[src/rtl/sram_arbiter_pkg.sv]
// Shared definitions for the SRAM arbiter: FSM states, grant encodings and
// the full-word byte-enable used for instruction fetches.
package sram_arbiter_pkg;

    typedef enum logic [1:0] {
        IDLE = 2'd0,
        BUSY = 2'd1,
        DONE = 2'd2
    } arb_state_t;

    typedef enum logic {
        GNT_IF  = 1'b0,
        GNT_MEM = 1'b1
    } grant_t;

    localparam logic [3:0] SEL_FULL = 4'b1111;

endpackage

[src/rtl/sram_arbiter.sv]
// Two-port arbiter sharing one single-ported SRAM between instruction fetch
// and load/store; the data port has fixed priority, accesses last WAIT_CYCLES.
module sram_arbiter
    import sram_arbiter_pkg::*;
#(
    parameter int WAIT_CYCLES = 1
) (
    input  logic        clk,
    input  logic        rst,

    input  logic        if_ce_i,
    input  logic [31:0] if_addr_i,
    output logic [31:0] if_data_o,
    output logic        if_stall_o,

    input  logic        mem_ce_i,
    input  logic        mem_we_i,
    input  logic [3:0]  mem_sel_i,
    input  logic [31:0] mem_addr_i,
    input  logic [31:0] mem_data_i,
    output logic [31:0] mem_data_o,
    output logic        mem_stall_o,

    output logic        sram_ce_o,
    output logic        sram_we_o,
    output logic [3:0]  sram_sel_o,
    output logic [31:0] sram_addr_o,
    output logic [31:0] sram_wdata_o,
    input  logic [31:0] sram_rdata_i
);

    localparam int CNT_W = $clog2(WAIT_CYCLES + 1);
    localparam logic [CNT_W-1:0] CNT_LOAD = CNT_W'(WAIT_CYCLES - 1);

    arb_state_t       state, state_next;
    grant_t           grant, grant_next;
    logic [CNT_W-1:0] cnt, cnt_next;

    logic             load_mem;
    logic             load_if;
    logic             capture;

    logic             req_we;
    logic [3:0]       req_sel;
    logic [31:0]      req_addr;
    logic [31:0]      req_wdata;
    logic [31:0]      result;

    logic             busy;
    logic             done;

    always_ff @(posedge clk) begin
        if (rst) begin
            state <= IDLE;
            grant <= GNT_IF;
            cnt   <= '0;
        end else begin
            state <= state_next;
            grant <= grant_next;
            cnt   <= cnt_next;
        end
    end

    // DONE hands the SRAM straight to the other port so alternating traffic
    // never pays an IDLE bubble; the port just served is not re-granted.
    always_comb begin
        state_next = state;
        grant_next = grant;
        cnt_next   = cnt;
        load_mem   = 1'b0;
        load_if    = 1'b0;
        capture    = 1'b0;

        case (state)
            IDLE: begin
                if (mem_ce_i) begin
                    load_mem = 1'b1;
                end else if (if_ce_i) begin
                    load_if = 1'b1;
                end
            end
            BUSY: begin
                if (cnt == '0) begin
                    capture    = 1'b1;
                    state_next = DONE;
                end else begin
                    cnt_next = cnt - CNT_W'(1);
                end
            end
            DONE: begin
                if (grant == GNT_IF && mem_ce_i) begin
                    load_mem = 1'b1;
                end else if (grant == GNT_MEM && if_ce_i) begin
                    load_if = 1'b1;
                end else begin
                    state_next = IDLE;
                end
            end
            default: state_next = IDLE;
        endcase

        if (load_mem) begin
            grant_next = GNT_MEM;
            cnt_next   = CNT_LOAD;
            state_next = BUSY;
        end else if (load_if) begin
            grant_next = GNT_IF;
            cnt_next   = CNT_LOAD;
            state_next = BUSY;
        end
    end

    // Requests are latched at grant time so the SRAM sees a stable command
    // even if the requester changes or drops its inputs mid-access.
    always_ff @(posedge clk) begin
        if (rst) begin
            req_we    <= 1'b0;
            req_sel   <= 4'b0000;
            req_addr  <= 32'd0;
            req_wdata <= 32'd0;
            result    <= 32'd0;
        end else begin
            if (load_mem) begin
                req_we    <= mem_we_i;
                req_sel   <= mem_sel_i;
                req_addr  <= mem_addr_i;
                req_wdata <= mem_data_i;
            end else if (load_if) begin
                req_we    <= 1'b0;
                req_sel   <= SEL_FULL;
                req_addr  <= if_addr_i;
                req_wdata <= 32'd0;
            end
            if (capture) begin
                result <= sram_rdata_i;
            end
        end
    end

    assign busy = (state == BUSY);
    assign done = (state == DONE);

    assign sram_ce_o    = busy;
    assign sram_we_o    = busy & req_we;
    assign sram_sel_o   = busy ? req_sel   : 4'b0000;
    assign sram_addr_o  = busy ? req_addr  : 32'd0;
    assign sram_wdata_o = busy ? req_wdata : 32'd0;

    // Write completions return zero; only reads forward the captured word.
    assign if_data_o  = (done && grant == GNT_IF  && !req_we) ? result : 32'd0;
    assign mem_data_o = (done && grant == GNT_MEM && !req_we) ? result : 32'd0;

    assign if_stall_o  = if_ce_i  & ~(done && grant == GNT_IF);
    assign mem_stall_o = mem_ce_i & ~(done && grant == GNT_MEM);

endmodule

[config.mk]
export PLATFORM = sky130hd
export DESIGN_NAME = sram_arbiter
export DESIGN_NICKNAME = d
export VERILOG_FILES = /design/src/rtl/sram_arbiter_pkg.sv /design/src/rtl/sram_arbiter.sv
export SDC_FILE = /design/constraint.sdc
export NUM_CORES = 1
export LEC_CHECK = 0
export CAP_MARGIN = 30
export CORE_MARGIN = 2
export CORE_UTILIZATION = 34
export DETAILED_ROUTE_END_ITERATION = 8
export HOLD_SLACK_MARGIN = 0.06
export PLACE_DENSITY = 0.77
export SYNTH_ARGS = -nofsm -noshare
export SYNTH_HDL_FRONTEND = slang
export SYNTH_SLANG_ARGS = --single-unit
[constraint.sdc]
create_clock -name clk -period 1.55 [get_ports clk]
set_input_delay 0.155 -clock clk [delete_from_list [all_inputs] [get_ports clk]]
set_output_delay 0.155 -clock clk [all_outputs]
set_load 0.03 [all_outputs]
==> results.md, run 1 <==
- The fraction of registers with async set/reset is 0.
- TritonCTS built the clock tree.
- STA puts the critical path data arrival time at 1620 ps.
- The congestion estimate from routability-driven global placement came to 0.8045.
- The total wirelength of the detailed-routed design is 17620 µm.
- Counting every net in the synthesized netlist gives around 640.
- The first-pass iteration count of the detailed router is 4.
- In this run the worst setup path begins at grant.
- The layout has 968 filler cells.
- The worst ir drop on vdd is between 0.0007 and 0.0008 V.
- In this run the static leakage power is 3.953 nW.
- A synthesized cell averages 9.153 µm².
- Clock skew on the completed layout was measured at about 9 ps.
- STA classifies the critical path endpoint as an output port.
- After layout, the minimum clock period comes to 1773 ps.
- The count of cells along the worst hold path is 2.
- The chip height is approximately 120 µm.
- The largest net degree at the start of global routing is 43.
- The critical path in this run is classified as flip-flop to output port.
- The number of buffers on the longest clock path is 2.
- The area of the core is 13240 µm².
- The number of DRC markers in iteration 0 is 244.
- The last element of the critical path is mem_data_o[4].
- Of all cell types, the one taking the most synthesized area is sky130_fd_sc_hd__dfxtp_1.
- The overall routing resource usage is 0.2095.
- The tree built by TritonCTS fans out to between 100 and 150 sinks.
- At the pin with the least slew margin, the transition time is 347.8 ps.
- For this run, design rule violations remaining after detail routing come to 0.
- The final net count is 937.
- The first global-routing pass estimated 24290 µm of wire.
- The total CTS buffers is 9.
- Of the cells placed in the final design, the portion with a size suffix greater than 1 is 0.4360.
- The number of I/O port buffers is 272.
- Setup slack on the worst reg-to-reg path comes out at -50 ps.
- The worst min-delay path class is input pin to flip-flop.
- Dividing the final minimum period by the clock period gives 1.144.
- Setup violations remaining at the end of the flow were counted as 156.
- Using the TritonRoute via totals, the vias-per-cell ratio works out to about 4.9.
- The count of hold-fix buffers inserted at cts is 0.
- The startpoint identified for the worst register-to-register timing path is state[1].
- Yosys mapped a number of flops with a built-in enable equal to 0.
- The final-report max-slew violation count is 0.
- The area growth from synthesis to layout is 96.28%.
- The required arrival time at the worst endpoint is roughly 1400 ps.
- Yosys mapped the design onto 25 distinct sky130hd cell types.
- The worst pin sits at a relative slew slack of 0.7681.
- The sequential-to-total area share from yosys stat is 0.4513.
- In this run the critical register-to-register path is captured at req_wdata[18].
- The Yosys step of the flow raised 0 warnings.
- 0 antenna diodes ended up in the layout.
- The final hold violation count is 0.
- Dividing the detail-routed wire length by the instance count gives 17.96 µm.
- The clock root buffer is sky130_fd_sc_hd__clkbuf_16.
- The post-detailed-placement half-perimeter wirelength is just over 10000 µm.
- Clock latency on the worst-skew pair, taken at its later pin, is 340 ps.
- The library cell used most frequently in the layout, excluding fill and tap cells, is sky130_fd_sc_hd__clkdlybuf4s50_1.
- The total die area is ~15000 µm².
- The number of global-route vias before repair is approximately 4700.
- The clock-pin slew reported for the worst setup and hold paths after clock tree synthesis is 80 ps.
- The synthesized design contains around 100 register bits.
- For the worst flop-to-flop path, the logic depth is 6.
- Leaving out fill and tap cells, the most frequent cells in the layout are sky130_fd_sc_hd__clkdlybuf4s50_1, sky130_fd_sc_hd__buf_6, sky130_fd_sc_hd__and2_4.
- The leftover overflow at the end of global routing is 0.
- The top-level I/O count is approximately 270.
- In this run the power density over the cells is 808.4 nW/µm².
- After technology mapping, the gate count stands at roughly 500.
- The final reports fail on negative setup slack.
- The tool flagged a number of max-cap violations equal to 0.
- Excluding fillers, the count of instances in the completed layout stands at approximately 980.
- After synthesis, the cell types taking the most area are sky130_fd_sc_hd__dfxtp_1, sky130_fd_sc_hd__and2_1, sky130_fd_sc_hd__mux2i_1.
- The worst setup path is launched from a flip-flop.
- The prevailing post-synth register cell is sky130_fd_sc_hd__dfxtp_1.
- After layout, the worst setup slack is -223.3 ps.
- The initial cell density of the core is 0.3484.
- Counting tap cells, the placed design contains a total of 929 instances.
- The remaining antenna violation count is 0.
- The run finished, with violations left.
- The number of antenna violations at the first check in global routing was 0.
- The post-synth design cell area is about 4600 µm².
- Setup repair after global routing could not meet its margin everywhere.
- The number of rows created at floorplan is 42.
- The H-tree was split into 3 levels.
- Of all nets on the critical path, the largest fanout is 8.
- The die width is 120.5 µm.
- The utilization of the core after routing is 0.6838.
- The share of synthesized area in the top cell type comes to 0.4513.
- The highest attainable clock frequency is 0.5639 GHz.
- For this block, the via count after detailed routing is a little under 5000.
## registers in the layout, indices dropped and copies added (netlist names)
name       count
grant          1
req_addr      32
req_sel        4
req_wdata     32
req_we         1
result        32
state          2
## area by class of cell
cell class	instances	area [µm²]	area share
tap	176	220.2	0.02432
timing repair buffer	326	3625	0.4003
sequential	104	2088	0.2306
clock buffer	10	229.0	0.02529
timing repair inverter	1	11.26	0.001244
clock inverter	6	91.34	0.01009
multi-input combinational	354	2760	0.3048
inverter	4	30.03	0.003316
## synth_stat cells (2+ instances only)
library cell / number
sky130_fd_sc_hd__a22o_1: 33
sky130_fd_sc_hd__nand2b_1: 2
sky130_fd_sc_hd__and2_1: 133
sky130_fd_sc_hd__dfxtp_1: 104
sky130_fd_sc_hd__buf_6: 6
sky130_fd_sc_hd__nand2_1: 64
sky130_fd_sc_hd__inv_1: 3
sky130_fd_sc_hd__mux2i_1: 32
sky130_fd_sc_hd__clkbuf_1: 20
sky130_fd_sc_hd__nor2_1: 11
sky130_fd_sc_hd__buf_2: 13
sky130_fd_sc_hd__a21oi_1: 32
sky130_fd_sc_hd__nor3_1: 6
sky130_fd_sc_hd__o2bb2ai_1: 32
sky130_fd_sc_hd__buf_1: 3
## how the worst min path moves through the flow
stage,from,end,slack [ps]
6_report,rst,req_sel[1],160
5_1_grt,rst,req_sel[1],180
4_1_cts,rst,req_sel[1],170
3_5_place_dp,req_addr[4],req_addr[4],440
3_3_place_gp,req_addr[22],req_addr[22],440
2_1_floorplan,mem_data_i[0],req_wdata[0],290
## worst max-delay path, cell delays in order, from the launching register on
cell and delay [ps]:
sky130_fd_sc_hd__dfxtp_2 340, sky130_fd_sc_hd__buf_6 110, sky130_fd_sc_hd__inv_4 40, sky130_fd_sc_hd__nor3_4 210, sky130_fd_sc_hd__buf_6 160, sky130_fd_sc_hd__clkbuf_16 150, sky130_fd_sc_hd__and2_4 140, sky130_fd_sc_hd__buf_6 120
## power by group
| part | internal (W) | total, W | switching (W) |
|---|---|---|---|
| Combinational | 0.00103 | 0.00183 | 0.000797 |
| Sequential | 0.00288 | 0.00303 | 0.000147 |
| Clock | 0.00143 | 0.00246 | 0.00103 |
| Total | 0.00534 | 0.00732 | 0.00198 |
## stage by stage
| stage | hold WS (ps) | setup TNS [ps] | instance area [µm²] | total power (W) | worst slack [ps] |
|---|---|---|---|---|---|
| after floorplan | 287.7 | 0 | 4677 | 0.003709 | 25.32 |
| after global placement | 436.2 | -13940 | 7368 | 0.004348 | -212.6 |
| after detailed placement | 438.3 | -15980 | 7368 | 0.004385 | -277.9 |
| after CTS | 166.1 | -16090 | 8509 | 0.007111 | -214.3 |
| after global routing | 180.2 | -28300 | 9055 | 0.007617 | -290.5 |
| final | 161.6 | -15740 | 9055 | 0.007320 | -223.3 |
## kinds of logic after synthesis
kind of cell	Yosys count	share of synthesized area
simple gates	220	0.2582
mux	32	0.06943
flops	104	0.4513
buf+inv	46	0.05072
compound gates	102	0.1703
## routing by layer
layer / up-vias / GRT usage / routed length, µm
met5: - / 0 / 0
met4: 0 / 0.06759 / 402
met3: 30 / 0.05566 / 1255
met2: 203 / 0.3785 / 9186
met1: 2286 / 0.2387 / 6775
li1: 2295 / - / -
## repair_timing
| action | 4_1_cts | 5_1_grt |
|---|---|---|
| gates resized for setup | 177 | 102 |
| pin swaps | 19 | 60 |
| endpoints found under the setup margin | 134 | 142 |
| buffers inserted | 9 | 15 |
| cloned | 7 | 13 |
No activity file was read; power rests on OpenSTA's default activity.
==> inputs of run 2 (changes only) <==
--- a/config.mk
+++ b/config.mk
@@ -7,10 +7,11 @@
 export LEC_CHECK = 0
 export CAP_MARGIN = 30
 export CORE_MARGIN = 2
-export CORE_UTILIZATION = 34
+export CORE_UTILIZATION = 38
 export DETAILED_ROUTE_END_ITERATION = 8
+export GPL_TIMING_DRIVEN = 0
 export HOLD_SLACK_MARGIN = 0.06
-export PLACE_DENSITY = 0.77
+export PLACE_DENSITY = 0.81
 export SYNTH_ARGS = -nofsm -noshare
 export SYNTH_HDL_FRONTEND = slang
 export SYNTH_SLANG_ARGS = --single-unit
==> constraint.sdc (replaced) <==
create_clock -name clk -period 1.75 [get_ports clk]
set_input_delay 0.175 -clock clk [delete_from_list [all_inputs] [get_ports clk]]
set_output_delay 0.175 -clock clk [all_outputs]
set_load 0.03 [all_outputs]
==> run 2 against run 1 <==
  * The run still ends with negative setup slack left
  * Wire length is 6.7% lower
  * Core utilization grew 0.33 points
  * Clock power shrank 18%
  * Clock-buffer cell count up 1
  * Critical path depth decreased by 1
  * Sequential power decreased by 12%
  * Die area decreased by 10%
  * Power down 19%
  * Cell area decreased by 9.6%
  * Via count down 1.2%
  * Register-to-register slack improved by 110 ps
  * Critical endpoint is now if_data_o[29]
  * Highest routed layer unchanged
==> results.md, run 2 (synthesis results as in run 1) <==
- Status: finished, violations left (unchanged).
- Failing checks: negative setup slack (unchanged).
- The die width was 114.2 µm (was 120.5 µm).
- The initial cell density of the core is 0.3873 (was 0.3484).
- The clock latency on the worst-skew pair came to 340 ps (about the same).
- The final period utilization is 1.023.
- The leakage component of the power is 3.670 nW (was 3.953 nW).
- The count of antenna diodes in the layout is 0 (unchanged).
- The pre-CTS worst setup slack came to -862.6 ps (was -277.9 ps).
- The final RePlAce weighted congestion is 0.8352 (was 0.8045).
- The clock-pin slew reported for the worst setup and hold paths after clock tree synthesis was 70 ps (was 80 ps).
- The final hold violation count is 0 (unchanged).
- The remaining antenna violation count came to 0 (unchanged).
- The top-level I/O count was 273 (unchanged).
- The sink count of the clock tree is 104 (unchanged).
- The chip height came to 114.2 µm (was 120.5 µm).
- The overall routing resource usage is 0.2439 (was 0.2095).
- The average wire per cell in the routed design is 17.25 µm (was 17.96 µm).
- The highest attainable clock frequency is 0.5585 GHz.
- The transition time at the pin with the least slew margin is 503.5 ps (was 347.8 ps).
- The total negative slack for setup checks is -628.1 ps (was -15740 ps).
- The number of global-route vias before repair is 4852 (was 4741).
- The start-to-end type of the worst setup path was flip-flop to output port (unchanged).
- The first-pass iteration count of the detailed router is 4 (unchanged).
- The largest net degree at the start of global routing is 17 (was 43).
- The total die area is 13040 µm² (was 14520 µm²).
- The number of antenna violations at the first check in global routing is 0 (unchanged).
- The number of buffers on the longest clock path came to 2 (unchanged).
- The sort of element at the end of the critical path is an output port (unchanged).
- The total vias in the final route is 4756 (was 4814).
- The required arrival time at the worst endpoint came to 1570 ps (was 1390 ps).
- The wire length of the first global-routing pass is 24870 µm (was 24290 µm).
- The max capacitance violation total is 0 (unchanged).
- Registers with the most flip-flops: req_addr (32), req_wdata (32), result (32) (unchanged).
- The number of filler cells placed in the layout came to 910 (was 968).
- The final net count is 938 (was 937).
- The worst clock skew is 8.841 ps (was 9.042 ps).
- The number of DRC markers in iteration 0 is 225 (was 244).
- The total CTS buffers was 9 (unchanged).
- The worst ir drop on vdd is 0.0004245 V (was 0.0007040 V).
- The post-detailed-placement half-perimeter wirelength was 11600 µm (was 10340 µm).
- The number of I/O port buffers came to 272 (unchanged).
- The average via count per standard cell is 4.991 (was 4.907).
- The worst min-delay path class is input pin to flip-flop (unchanged).
- The area of the core is 11910 µm² (was 13240 µm²).
- The total chip power came to 0.005921 W (was 0.007320 W).
- The number of remaining DRC errors is 0 (unchanged).
- Setup repair after global routing missed its margin: true (unchanged).
- The most common cell after layout, fill and taps aside is sky130_fd_sc_hd__clkdlybuf4s50_1 (unchanged).
- The final-report max-slew violation count is 0 (unchanged).
- The utilization of the core after routing is 0.6871 (was 0.6838).
- The count of endpoints failing setup in the final report was 42 (was 156).
- The fraction of layout instances using a drive strength above 1 is 0.3412 (was 0.4360).
- The arrival time at the worst endpoint came to 1620 ps (about the same).
- The depth of the CTS H-tree is 3 (unchanged).
- The layout-stage area growth over the synthesis result is 77.41% (was 96.28%).
- The worst path setup slack after routing is -40.43 ps (was -223.3 ps).
- The clock root buffer is sky130_fd_sc_hd__clkbuf_16 (unchanged).
- The total wirelength of the detailed-routed design is 16440 µm (was 17620 µm).
- The number of rows created at floorplan was 40 (was 42).
- Subtracting the final worst setup slack from the clock period gives 1790 ps.
- Most frequent cells in the layout: sky130_fd_sc_hd__clkdlybuf4s50_1, sky130_fd_sc_hd__dfxtp_1, sky130_fd_sc_hd__buf_6 (was sky130_fd_sc_hd__clkdlybuf4s50_1, sky130_fd_sc_hd__buf_6, sky130_fd_sc_hd__and2_4).
- The worst-path maximum fanout was 5 (was 8).
- The ratio of total power to cell area is 723.4 nW/µm² (was 808.4 nW/µm²).
- The headroom to the max-slew limit is 0.6643 (was 0.7681).
- The CTS tree is built (unchanged).
- The leftover overflow at the end of global routing is 0 (unchanged).
- The startpoint kind of the worst setup timing path is a flip-flop (unchanged).
-- run 2: routing by layer --
metal  vias to the layer above  track usage  wire length (µm)
met5                         -            0                 0
met4                         0      0.09593               382
met3                        34      0.05611              1240
met2                       236       0.4603              8569
met1                      2194       0.2617              6245
li1                       2292            -                 -
-- run 2: area by class of cell --
cell class / count / area [µm²] / share of cell area
Clock buffer: 11 / 242.7 / 0.02966
Timing Repair Buffer: 287 / 2751 / 0.3362
Buffer: 41 / 349.1 / 0.04265
Inverter: 4 / 15.01 / 0.001835
Tap cell: 147 / 183.9 / 0.02247
Multi-Input combinational cell: 354 / 2492 / 0.3045
Sequential cell: 104 / 2093 / 0.2558
Clock inverter: 5 / 56.30 / 0.006880
-- run 2: power breakdown --
part           internal (W)  total [W]  switching (W)
logic              0.000658    0.00124       0.000585
clock network       0.00115    0.00201       0.000862
registers           0.00255    0.00267       0.000120
-- run 2: worst max-delay path, cell delays in order (launching register included) --
cell and delay, ps:
sky130_fd_sc_hd__dfxtp_4 360, sky130_fd_sc_hd__nand2b_4 170, sky130_fd_sc_hd__nor3_4 160, sky130_fd_sc_hd__buf_6 170, sky130_fd_sc_hd__clkbuf_8 150, sky130_fd_sc_hd__and2_4 140
sky130_fd_sc_hd__buf_6 120
-- run 2: what timing repair did --
| item | in CTS | in global routing |
|---|---|---|
| setup buffers | 7 | 2 |
| hold endpoints to repair | 0 | 0 |
| hold buffers | 0 | 0 |
| endpoints found under the setup margin | 136 | 184 |
| resized for setup | 906 | 89 |
| pin swaps | 35 | 3 |
| cloned | 6 | 0 |
-- run 2: worst paths after layout --
| path | start | to | slack [ps] | cells past startpoint |
|---|---|---|---|---|
| worst max-delay path | state[0] | if_data_o[29] | -40 | 6 |
| worst max register to register | state[1] | req_addr[24] | 60 | 6 |
| worst min-delay path | sram_rdata_i[25] | result[25] | 380 | 3 |
| worst min register to register | req_addr[14] | req_addr[14] | 460 | 1 |
-- run 2: through the flow --
step                      instances  hold WS, ps  cell area [µm²]
after global placement          923        435.3             7520
after detailed placement        923        441.6             7520
after global routing            953        397.2             8184
final                           953        378.2             8184
after floorplan                 504        307.7             4613
after CTS                       951        368.3             8205
